[config.mk]
export PLATFORM = sky130hd
export DESIGN_NAME = register_file_mp
export DESIGN_NICKNAME = d
export VERILOG_FILES = /design/src/rtl/regfile_pkg.sv /design/src/rtl/regfile_read_port.sv /design/src/rtl/register_file_mp.sv
export SDC_FILE = /design/constraint.sdc
export NUM_CORES = 1
export LEC_CHECK = 0
export CORE_MARGIN = 2
export CORE_UTILIZATION = 35
export DETAILED_ROUTE_END_ITERATION = 10
export PLACE_DENSITY_LB_ADDON = 0.05
export RECOVER_POWER = 100
export SYNTH_ARGS = -nofsm -noshare
export SYNTH_HDL_FRONTEND = slang
export SYNTH_SLANG_ARGS = --single-unit
[constraint.sdc]
create_clock -name clk -period 3.9 [get_ports clk]
set_input_delay 0.975 -clock clk [delete_from_list [all_inputs] [get_ports clk]]
set_output_delay 0.975 -clock clk [all_outputs]
set_load 0.05 [all_outputs]
[src/rtl/regfile_pkg.sv]
// Shared definitions for the multi-read-port register file.
//   state_e   : clear-sweep FSM states
//   depth_of  : number of entries for a given address width
//   slice_lo  : low bit offset of a port's field inside a packed port bus
package regfile_pkg;

  typedef enum logic [0:0] {
    CLEAR = 1'b0,
    READY = 1'b1
  } state_e;

  // Entry count for an address width.
  function automatic int unsigned depth_of(input int unsigned addr_w);
    return 32'd1 << addr_w;
  endfunction

  // Low bit of field idx in a bus packed as idx*width +: width.
  function automatic int unsigned slice_lo(input int unsigned idx, input int unsigned width);
    return idx * width;
  endfunction

endpackage

[src/rtl/regfile_read_port.sv]
// One synchronous read port of the register file.
// Ports:
//   clk, rst     clock and synchronous active-high reset
//   clear_i      sweep in progress: enabled reads return 0
//   rd_en_i      read enable; when low the output register holds
//   rd_addr_i    read address
//   wr_en_i      write strobe seen in READY (for forwarding)
//   wr_addr_i    write address
//   wr_data_i    write data
//   arr_data_i   array contents at rd_addr_i before this edge
//   rd_data_o    registered read data
module regfile_read_port #(
  parameter int unsigned DATA_W   = 32,
  parameter int unsigned ADDR_W   = 5,
  parameter bit          ZERO_REG = 1'b1,
  parameter bit          BYPASS   = 1'b1
) (
  input  logic              clk,
  input  logic              rst,
  input  logic              clear_i,
  input  logic              rd_en_i,
  input  logic [ADDR_W-1:0] rd_addr_i,
  input  logic              wr_en_i,
  input  logic [ADDR_W-1:0] wr_addr_i,
  input  logic [DATA_W-1:0] wr_data_i,
  input  logic [DATA_W-1:0] arr_data_i,
  output logic [DATA_W-1:0] rd_data_o
);

  logic [DATA_W-1:0] rd_data_q, rd_data_d;
  logic              hit_zero_c;
  logic              hit_bypass_c;

  assign hit_zero_c   = ZERO_REG && (rd_addr_i == '0);
  assign hit_bypass_c = BYPASS && wr_en_i && (wr_addr_i == rd_addr_i);

  // Zero entry beats forwarding, forwarding beats the stored value.
  always_comb begin
    rd_data_d = arr_data_i;
    if (clear_i || hit_zero_c) begin
      rd_data_d = '0;
    end else if (hit_bypass_c) begin
      rd_data_d = wr_data_i;
    end
  end

  // Output register with hold when the port is idle.
  always_ff @(posedge clk) begin
    if (rst) begin
      rd_data_q <= '0;
    end else if (rd_en_i) begin
      rd_data_q <= rd_data_d;
    end
  end

  assign rd_data_o = rd_data_q;

endmodule

[src/rtl/register_file_mp.sv]
// Multi-read-port register file with one write port, optional hardwired
// zero entry, optional write-to-read forwarding and a post-reset clear sweep.
// Ports:
//   clk           clock, all logic on posedge
//   rst           synchronous active-high reset; restarts the clear sweep
//   rd_en         per-port read enable
//   rd_addr       packed read addresses, port i at [i*ADDR_W +: ADDR_W]
//   rd_data       packed registered read data, port i at [i*DATA_W +: DATA_W]
//   write_enable  write strobe (ignored while busy)
//   wr_addr       write address
//   data_in       write data
//   busy          high while the clear sweep runs
module register_file_mp
  import regfile_pkg::*;
#(
  parameter int unsigned DATA_W   = 32,
  parameter int unsigned ADDR_W   = 5,
  parameter int unsigned NUM_READ = 2,
  parameter bit          ZERO_REG = 1'b1,
  parameter bit          BYPASS   = 1'b1
) (
  input  logic                         clk,
  input  logic                         rst,
  input  logic [NUM_READ-1:0]          rd_en,
  input  logic [NUM_READ*ADDR_W-1:0]   rd_addr,
  output logic [NUM_READ*DATA_W-1:0]   rd_data,
  input  logic                         write_enable,
  input  logic [ADDR_W-1:0]            wr_addr,
  input  logic [DATA_W-1:0]            data_in,
  output logic                         busy
);

  localparam int unsigned       DEPTH    = depth_of(ADDR_W);
  localparam logic [ADDR_W-1:0] CLR_LAST = '1;

  state_e            state_q, state_d;
  logic [ADDR_W-1:0] clr_cnt_q, clr_cnt_d;
  logic              busy_q, busy_d;

  logic              user_wr_c;
  logic              port_wr_c;
  logic              mem_we_c;
  logic [ADDR_W-1:0] mem_waddr_c;
  logic [DATA_W-1:0] mem_wdata_c;

  logic [DATA_W-1:0] mem_q [DEPTH];

  // State register.
  always_ff @(posedge clk) begin
    if (rst) begin
      state_q   <= CLEAR;
      clr_cnt_q <= '0;
      busy_q    <= 1'b1;
    end else begin
      state_q   <= state_d;
      clr_cnt_q <= clr_cnt_d;
      busy_q    <= busy_d;
    end
  end

  // Next state: walk every entry once, leave CLEAR after the last one.
  always_comb begin
    state_d   = state_q;
    clr_cnt_d = clr_cnt_q;
    unique case (state_q)
      CLEAR: begin
        clr_cnt_d = clr_cnt_q + ADDR_W'(1);
        if (clr_cnt_q == CLR_LAST) begin
          state_d = READY;
        end
      end
      READY: begin
        state_d = READY;
      end
      default: begin
        state_d = CLEAR;
      end
    endcase
  end

  // Outputs: busy follows the next state so it drops on the final sweep edge.
  always_comb begin
    busy_d      = (state_d == CLEAR);
    port_wr_c   = (state_q == READY) && write_enable;
    user_wr_c   = port_wr_c && !(ZERO_REG && (wr_addr == '0));
    mem_we_c    = !rst && ((state_q == CLEAR) || user_wr_c);
    mem_waddr_c = wr_addr;
    mem_wdata_c = data_in;
    if (state_q == CLEAR) begin
      mem_waddr_c = clr_cnt_q;
      mem_wdata_c = '0;
    end
  end

  // Storage array; contents are defined by the clear sweep, not by reset.
  always_ff @(posedge clk) begin
    if (mem_we_c) begin
      mem_q[mem_waddr_c] <= mem_wdata_c;
    end
  end

  // Read ports.
  for (genvar i = 0; i < NUM_READ; i++) begin : g_rd
    logic [ADDR_W-1:0] addr_c;
    assign addr_c = rd_addr[slice_lo(i, ADDR_W) +: ADDR_W];

    regfile_read_port #(
      .DATA_W   (DATA_W),
      .ADDR_W   (ADDR_W),
      .ZERO_REG (ZERO_REG),
      .BYPASS   (BYPASS)
    ) u_port (
      .clk        (clk),
      .rst        (rst),
      .clear_i    (state_q == CLEAR),
      .rd_en_i    (rd_en[i]),
      .rd_addr_i  (addr_c),
      .wr_en_i    (port_wr_c),
      .wr_addr_i  (wr_addr),
      .wr_data_i  (data_in),
      .arr_data_i (mem_q[addr_c]),
      .rd_data_o  (rd_data[slice_lo(i, DATA_W) +: DATA_W])
    );
  end

  assign busy = busy_q;

endmodule

After elaboration in Yosys (flattened, before gate mapping)

Memories as Yosys holds them, arrays and structs flattened.
Index checks and enable logic that the tools add are counted.

Output and inout port bits: 65
RAM bits: 1024
Word-level logic and storage cells: 35
Latch bits: 0
Bits of input ports: 52
Register bits: 71
Memory bits (read-only): 0
Memories kept: 1

$mul: 0
Muxes and demuxes: 10
Bitwise operators: 2
Eq/ne operators: 3
Div/mod/pow operators: 0
$add $sub $neg: 1
Reduce and logical (&&, ||, !) cells: 13
Magnitude comparators: 0
Shift operators: 0

Memory list:

| memory | words | width | rd ports | clocked after memory_dff | write ports | line                   | RTL |
|---|---|---|---|---|---|---|---|
| mem_q  | 32    | 32    | 2        | 0                        | 1           | register_file_mp.sv:46 | `logic [DATA_W-1:0] mem_q [DEPTH];` |

Operator list:

| cell                                                           | count |
|---|---|
| 32-bit 2-to-1 mux                                              | 5 |
| 5-bit logical NOT                                              | 3 |
| 5-bit == test                                                  | 2 |
| 5-bit by 1-bit adder with 5-bit output (second input constant) | 1 |
| 5-bit == test (second input constant)                          | 1 |
| 1-bit logical AND                                              | 5 |
| 5-bit 2-to-1 mux                                               | 1 |
| 1-bit logical OR                                               | 3 |
| 1-bit 2-to-1 mux                                               | 3 |
| 1-bit logical NOT                                              | 2 |
| 1-bit inverter                                                 | 2 |
| 1-bit case mux with 2 select lines                             | 1 |

Longest topological paths before layout

Depth in word-level cells: 7
Gate-level depth with buffers: 10
Depth with buffers taken out: 5

By module

Synthesis repeated with hierarchy kept, for this count alone.

Cell total of the unflattened synthesis: 3852
Area, all modules: 52417.8 um^2

Modules (own cells, without submodules):

| module            | sequential area each (um^2) | area an instance (um^2) | cells each | times used |
|---|---|---|---|---|
| register_file_mp  | 30889.6                     | 49312.3                 | 3466       | 1 |
| regfile_read_port | 640.6                       | 1552.7                  | 193        | 2 |

Worst setup path before layout

Ideal clock, no wire load.

Path kind: in2reg
Start: in wr_addr[2]
End: mem mem_q[24][0] (enable)
Slack: 473 ps
Path buffers: 0
Data required time: 3479 ps
Arrival: 3006 ps
Stages on the path: 3
Library setup time: 421 ps
Path through: mux2_2 or3_1 nor2_1

Cells in the longest elaborated chain, start to end: 7
Elaborated cells between the ends (all ways): 8
Those cells by class: mux (3); reduce/logical (5)

Ends and longest elaborated chain:

| what                                   | line                   | RTL |
|---|---|---|
| start, declared                        | register_file_mp.sv:28 | `input logic [ADDR_W-1:0] wr_addr,` |
| 5-bit logical NOT                      | register_file_mp.sv:85 | `user_wr_c = port_wr_c && !(ZERO_REG && (wr_addr == '0));` |
| 1-bit logical NOT                      | register_file_mp.sv:85 |  |
| 1-bit logical AND                      | register_file_mp.sv:85 |  |
| 1-bit logical OR                       | register_file_mp.sv:86 | `mem_we_c = !rst && ((state_q == CLEAR) \|\| user_wr_c);` |
| 1-bit logical AND                      | register_file_mp.sv:86 |  |
| 1-bit 2-to-1 mux                       | register_file_mp.sv:97 | `if (mem_we_c) begin` |
| 1-bit 2-to-1 mux (implied by the code) | register_file_mp.sv:98 | `mem_q[mem_waddr_c] <= mem_wdata_c;` |
| end, declared                          | register_file_mp.sv:46 |  |

Parallel ways exist; a longest one is shown, timed or not.

Worst setup path after layout

Start: reg state_q
End: mem mem_q[2][23] (enable)

Cells in the longest elaborated chain, start to end: 6
Elaborated cells between the ends (all ways): 8
Those cells by class: mux (3); bitwise (1); reduce/logical (4)

Ends and longest elaborated chain:

| what                                   | line                   | RTL |
|---|---|---|
| start, declared                        | register_file_mp.sv:36 | `state_e state_q, state_d;` |
| start signal, assigned                 | register_file_mp.sv:55 | `state_q <= state_d;` |
| 1-bit logical AND                      | register_file_mp.sv:84 | `port_wr_c = (state_q == READY) && write_enable;` |
| 1-bit logical AND                      | register_file_mp.sv:85 |  |
| 1-bit logical OR                       | register_file_mp.sv:86 |  |
| 1-bit logical AND                      | register_file_mp.sv:86 |  |
| 1-bit 2-to-1 mux                       | register_file_mp.sv:97 |  |
| 1-bit 2-to-1 mux (implied by the code) | register_file_mp.sv:98 |  |

Parallel ways exist; a longest one is shown, timed or not.

==> results.py <==
metrics = {
    "pwr": {
        "power_frac_comb": 0.065,
        "power.density_cell_area_nw_per_um2": 442.8,
        "power.ir.vdd_worst_mv": 0.3824,
        "power.share.switching": 0.2299,
        "clock_power_share": 0.458,
        "int_pwr_uw": 20660,
        "switchingPower_uw": 6167,
        "cellLeakagePower_uw": 0.01808,
        "power.share.sequential": 0.477,
    },
    "min_path": {
        "hold_path_class": "reg -> reg",
    },
    "cts": {
        "tritoncts": "built",
        "number_of_buffers_inserted_by_hold_repair_at_cts": 0,
        "ctsResizeCount": 0,
        "number_of_h_tree_branching_levels": 4,
        "clk_pin_slew_worst_paths_ps": 60,
        "buffers_inserted_by_post_cts_timing_repair": 0,
        "clk_path_buf_depth": 3,
        "total_clock_sinks": 1095,
        "root_buffer_master": "clkbuf_16",
        "cts_buffers": 133,
        "clkLatencyLatePin_ps": 770,
    },
    "sta": {
        "max_slew.worst_pin.slew_ps": 1674,
        "slew_headroom": -0.1162,
        "timing_max_transition_violations_final": 230,
        "number_of_hold_violations_in_the_final_report": 0,
        "rsz0062_at_grt": "false",
        "finalClockSkew_ps": 21.78,
        "clock.fmax_mhz": 281.3,
        "setup_viol": 0,
        "setup_total_negative_slack_ps": 0,
        "period_minus_slack_ps": 3555,
        "final.period_utilization": 0.9116,
    },
    "route": {
        "detailed_route_iter0_violations": 4009,
        "antenna_violating_nets_post_route": 0,
        "via_per_inst": 6.172,
        "dr_total_vias": 33524,
        "number_of_optimization_iterations_in_the_first_detailed_route_pass": 6,
        "drt_wl_total_mm": 201.2,
        "avg_wl_per_cell_um": 37.04,
        "drt_drc_violations_left": 0,
    },
    "synthesis": {
        "synth_edf_count": 1024,
        "synthesis.area_um2": 51380,
        "synth_cell_type_count": 58,
        "most_common_flop_cell_mapped_by_yosys": "edfxtp_1",
        "yosysWarningCount": 0,
        "yosysSeqAreaShare": 0.6261,
        "cell_count_after_synthesis": 3164,
        "synth.net_count": 3218,
        "syn_area_per_cell_um2": 16.24,
        "synth_seq_cells": 1095,
        "async_flop_share": 0,
    },
    "die": {
        "design.portCount": 117,
        "dieArea_um2": 149900,
        "die_height_um": 387.2,
        "floorplan.die.width_um": 387.2,
        "initial_core_util": 0.3526,
        "placementRows": 140,
        "total_core_area_um2": 145700,
    },
    "placement": {
        "gpl.final_weighted_congestion": 0.8353,
        "dpl.cell_count": 5200,
        "portBuffers": 116,
        "dp_hpwl_mm": 126.5,
    },
    "critical_path": {
        "worstPathMaxFanout": 26,
        "critical_path_top_delay_cell": "dfxtp_1",
        "worst_setup_path_start_kind": "flop",
        "crit_buf_inv": 2,
        "cp.arrival_ps": 3940,
        "crit_path_leading_delay_family": "flip-flops",
        "crit_required_ps": 4280,
        "cp_endpoint_kind": "flop",
        "crit_path_max_incr_delay_ps": 1080,
        "timing.critical_path.cells": "mux2i_1 > nand3_1 > buf_4 > nor2_1 > clkbuf_2",
        "crit_type": "reg -> reg",
    },
    "global_route": {
        "grt_antenna_before_repair": 9,
        "global_route.overflow_total": 0,
        "grt_pass1_vias": 34147,
        "grt_first_pass_wirelength_mm": 275.9,
        "grtUsageTotal": 0.2642,
        "grt_max_degree": 67,
    },
    "finish": {
        "finalCoreUtilization": 0.4156,
        "stdcell_count": 5432,
        "area_growth_syn_to_layout_pct": 17.89,
        "layout.nets": 3472,
        "drive_gt1_frac": 0.2467,
        "antennaDiodeCount": 0,
    },
    "job": {
        "drv_cap": 8,
    },
    "run_status": {
        "status": "finished with violations",
        "violations": "max-capacitance violations, max-slew violations",
    },
}
## worst reg2reg max path, cell delays in order, from the launching register on
cell and delay, ps:
dfxtp_1 1080, mux2i_1 750, nand3_1 140, buf_4 190
nor2_1 180, clkbuf_2 790
## cells in the final DEF, fill, tap and decap left out, types with 18 or more instances in the layout
cell type,Yosys,routed
o22ai_1,166,166
mux2_2,141,141
clkinv_1,1,20
nand2_1,123,122
nand4_1,31,31
a222oi_1,31,31
dlygate4sd3_1,0,65
or3_1,33,32
mux2i_1,461,461
a32oi_1,22,22
clkbuf_1,130,69
dfxtp_1,71,71
clkdlybuf4s50_1,0,41
clkbuf_16,0,140
nor2_1,80,64
a21oi_1,38,37
clkbuf_2,0,18
nor3_1,36,36
buf_4,9,129
mux4_2,258,258
a22oi_1,94,94
o21ai_0,26,26
nand3_1,76,75
buf_12,0,52
edfxtp_1,1024,1024
clkbuf_4,0,19
a31o_1,30,30
## flip-flops by register name (all words and copies together), names as in the netlist
name and cells:
clr_cnt_q 5, g_rd.u_port.rd_data_o 64, busy 1, state_q 1
mem_q 1024
## power groups by stage
stage	sequential, µW	clock, µW	combinational [µW]
final	12800	12300	1760
after global routing	12800	13000	1810
after CTS	12800	12500	1770
after detailed placement	13000	0	1770
after global placement	13000	0	1760
after floorplan	13000	0	977
## path summary, 6_finish.rpt
path / start / to / slack [ps] / cells past startpoint
hold reg to reg: g_rd[1].u_port.rd_data_o[2] / g_rd[1].u_port.rd_data_o[2] / 490 / 1
setup / recovery: state_q / mem_q[2][23] / 340 / 5
hold / removal: g_rd[1].u_port.rd_data_o[2] / g_rd[1].u_port.rd_data_o[2] / 490 / 1
setup reg to reg: state_q / mem_q[2][23] / 340 / 5
## through the flow
step	area, µm²	power, µW	hold slack (ps)	setup slack [ps]
2_1_floorplan	51380	13990	488.6	473.0
3_3_place_gp	57140	14790	482.6	124.7
3_5_place_dp	57140	14790	478.5	144.4
4_1_cts	61420	27080	488.6	479.4
5_1_grt	60570	27570	513.2	194.8
6_report	60570	26820	486.2	344.9
## cells by family (layout without fill, tap and decap cells)
logic type / after synthesis / count (layout) / synth area share
buffers and inverters: 260 / 611 / 0.02304
xor gates and xnor gates: 12 / 12 / 0.002045
AOI/OAI and AO/OA: 463 / 463 / 0.06792
DFF: 1095 / 1095 / 0.6261
adders and majority gates: 2 / 2 / 0.0004869
muxes: 866 / 866 / 0.2351
and+or+nand+nor: 466 / 466 / 0.04529
## routing by layer
layer | share of wire | wire (µm) | track usage | vias up
met5 | 0 | 0 | 0 | -
met1 | 0.43 | 86920 | 0.3690 | 17923
met4 | 0.033 | 6584 | 0.08295 | 0
li1 | - | - | - | 13614
met2 | 0.46 | 93090 | 0.4212 | 1647
met3 | 0.072 | 14590 | 0.04454 | 340
## layout make-up
type / count / area (µm²)
Fill cell: 13070 / 85170
Sequential cell: 1095 / 32170
Clock buffer: 171 / 3690
Tap cell: 1917 / 2399
Timing Repair Buffer: 375 / 3538
Inverter: 4 / 15.01
Clock inverter: 61 / 588.1
Multi-Input combinational cell: 1809 / 18170
## synthesized netlist by cell type (all sizes together) (27+ instances only)
cell / instances / area share
edfxtp: 1024 / 0.60
a22oi: 94 / 0.014
a21oi: 38 / 0.0037
a311oi: 30 / 0.0084
nand2: 123 / 0.0090
nor2: 80 / 0.0058
buf: 126 / 0.013
mux2i: 461 / 0.090
nor3: 37 / 0.0037
mux4: 258 / 0.11
o21ai: 27 / 0.0026
o22ai: 166 / 0.020
nand3: 76 / 0.0074
a222oi: 31 / 0.0060
and2: 34 / 0.0041
dfxtp: 71 / 0.028
nand4: 31 / 0.0038
a31o: 30 / 0.0051
clkbuf: 130 / 0.0095
mux2: 147 / 0.032
or3: 33 / 0.0040
No activity file was read; power rests on OpenSTA's default activity.
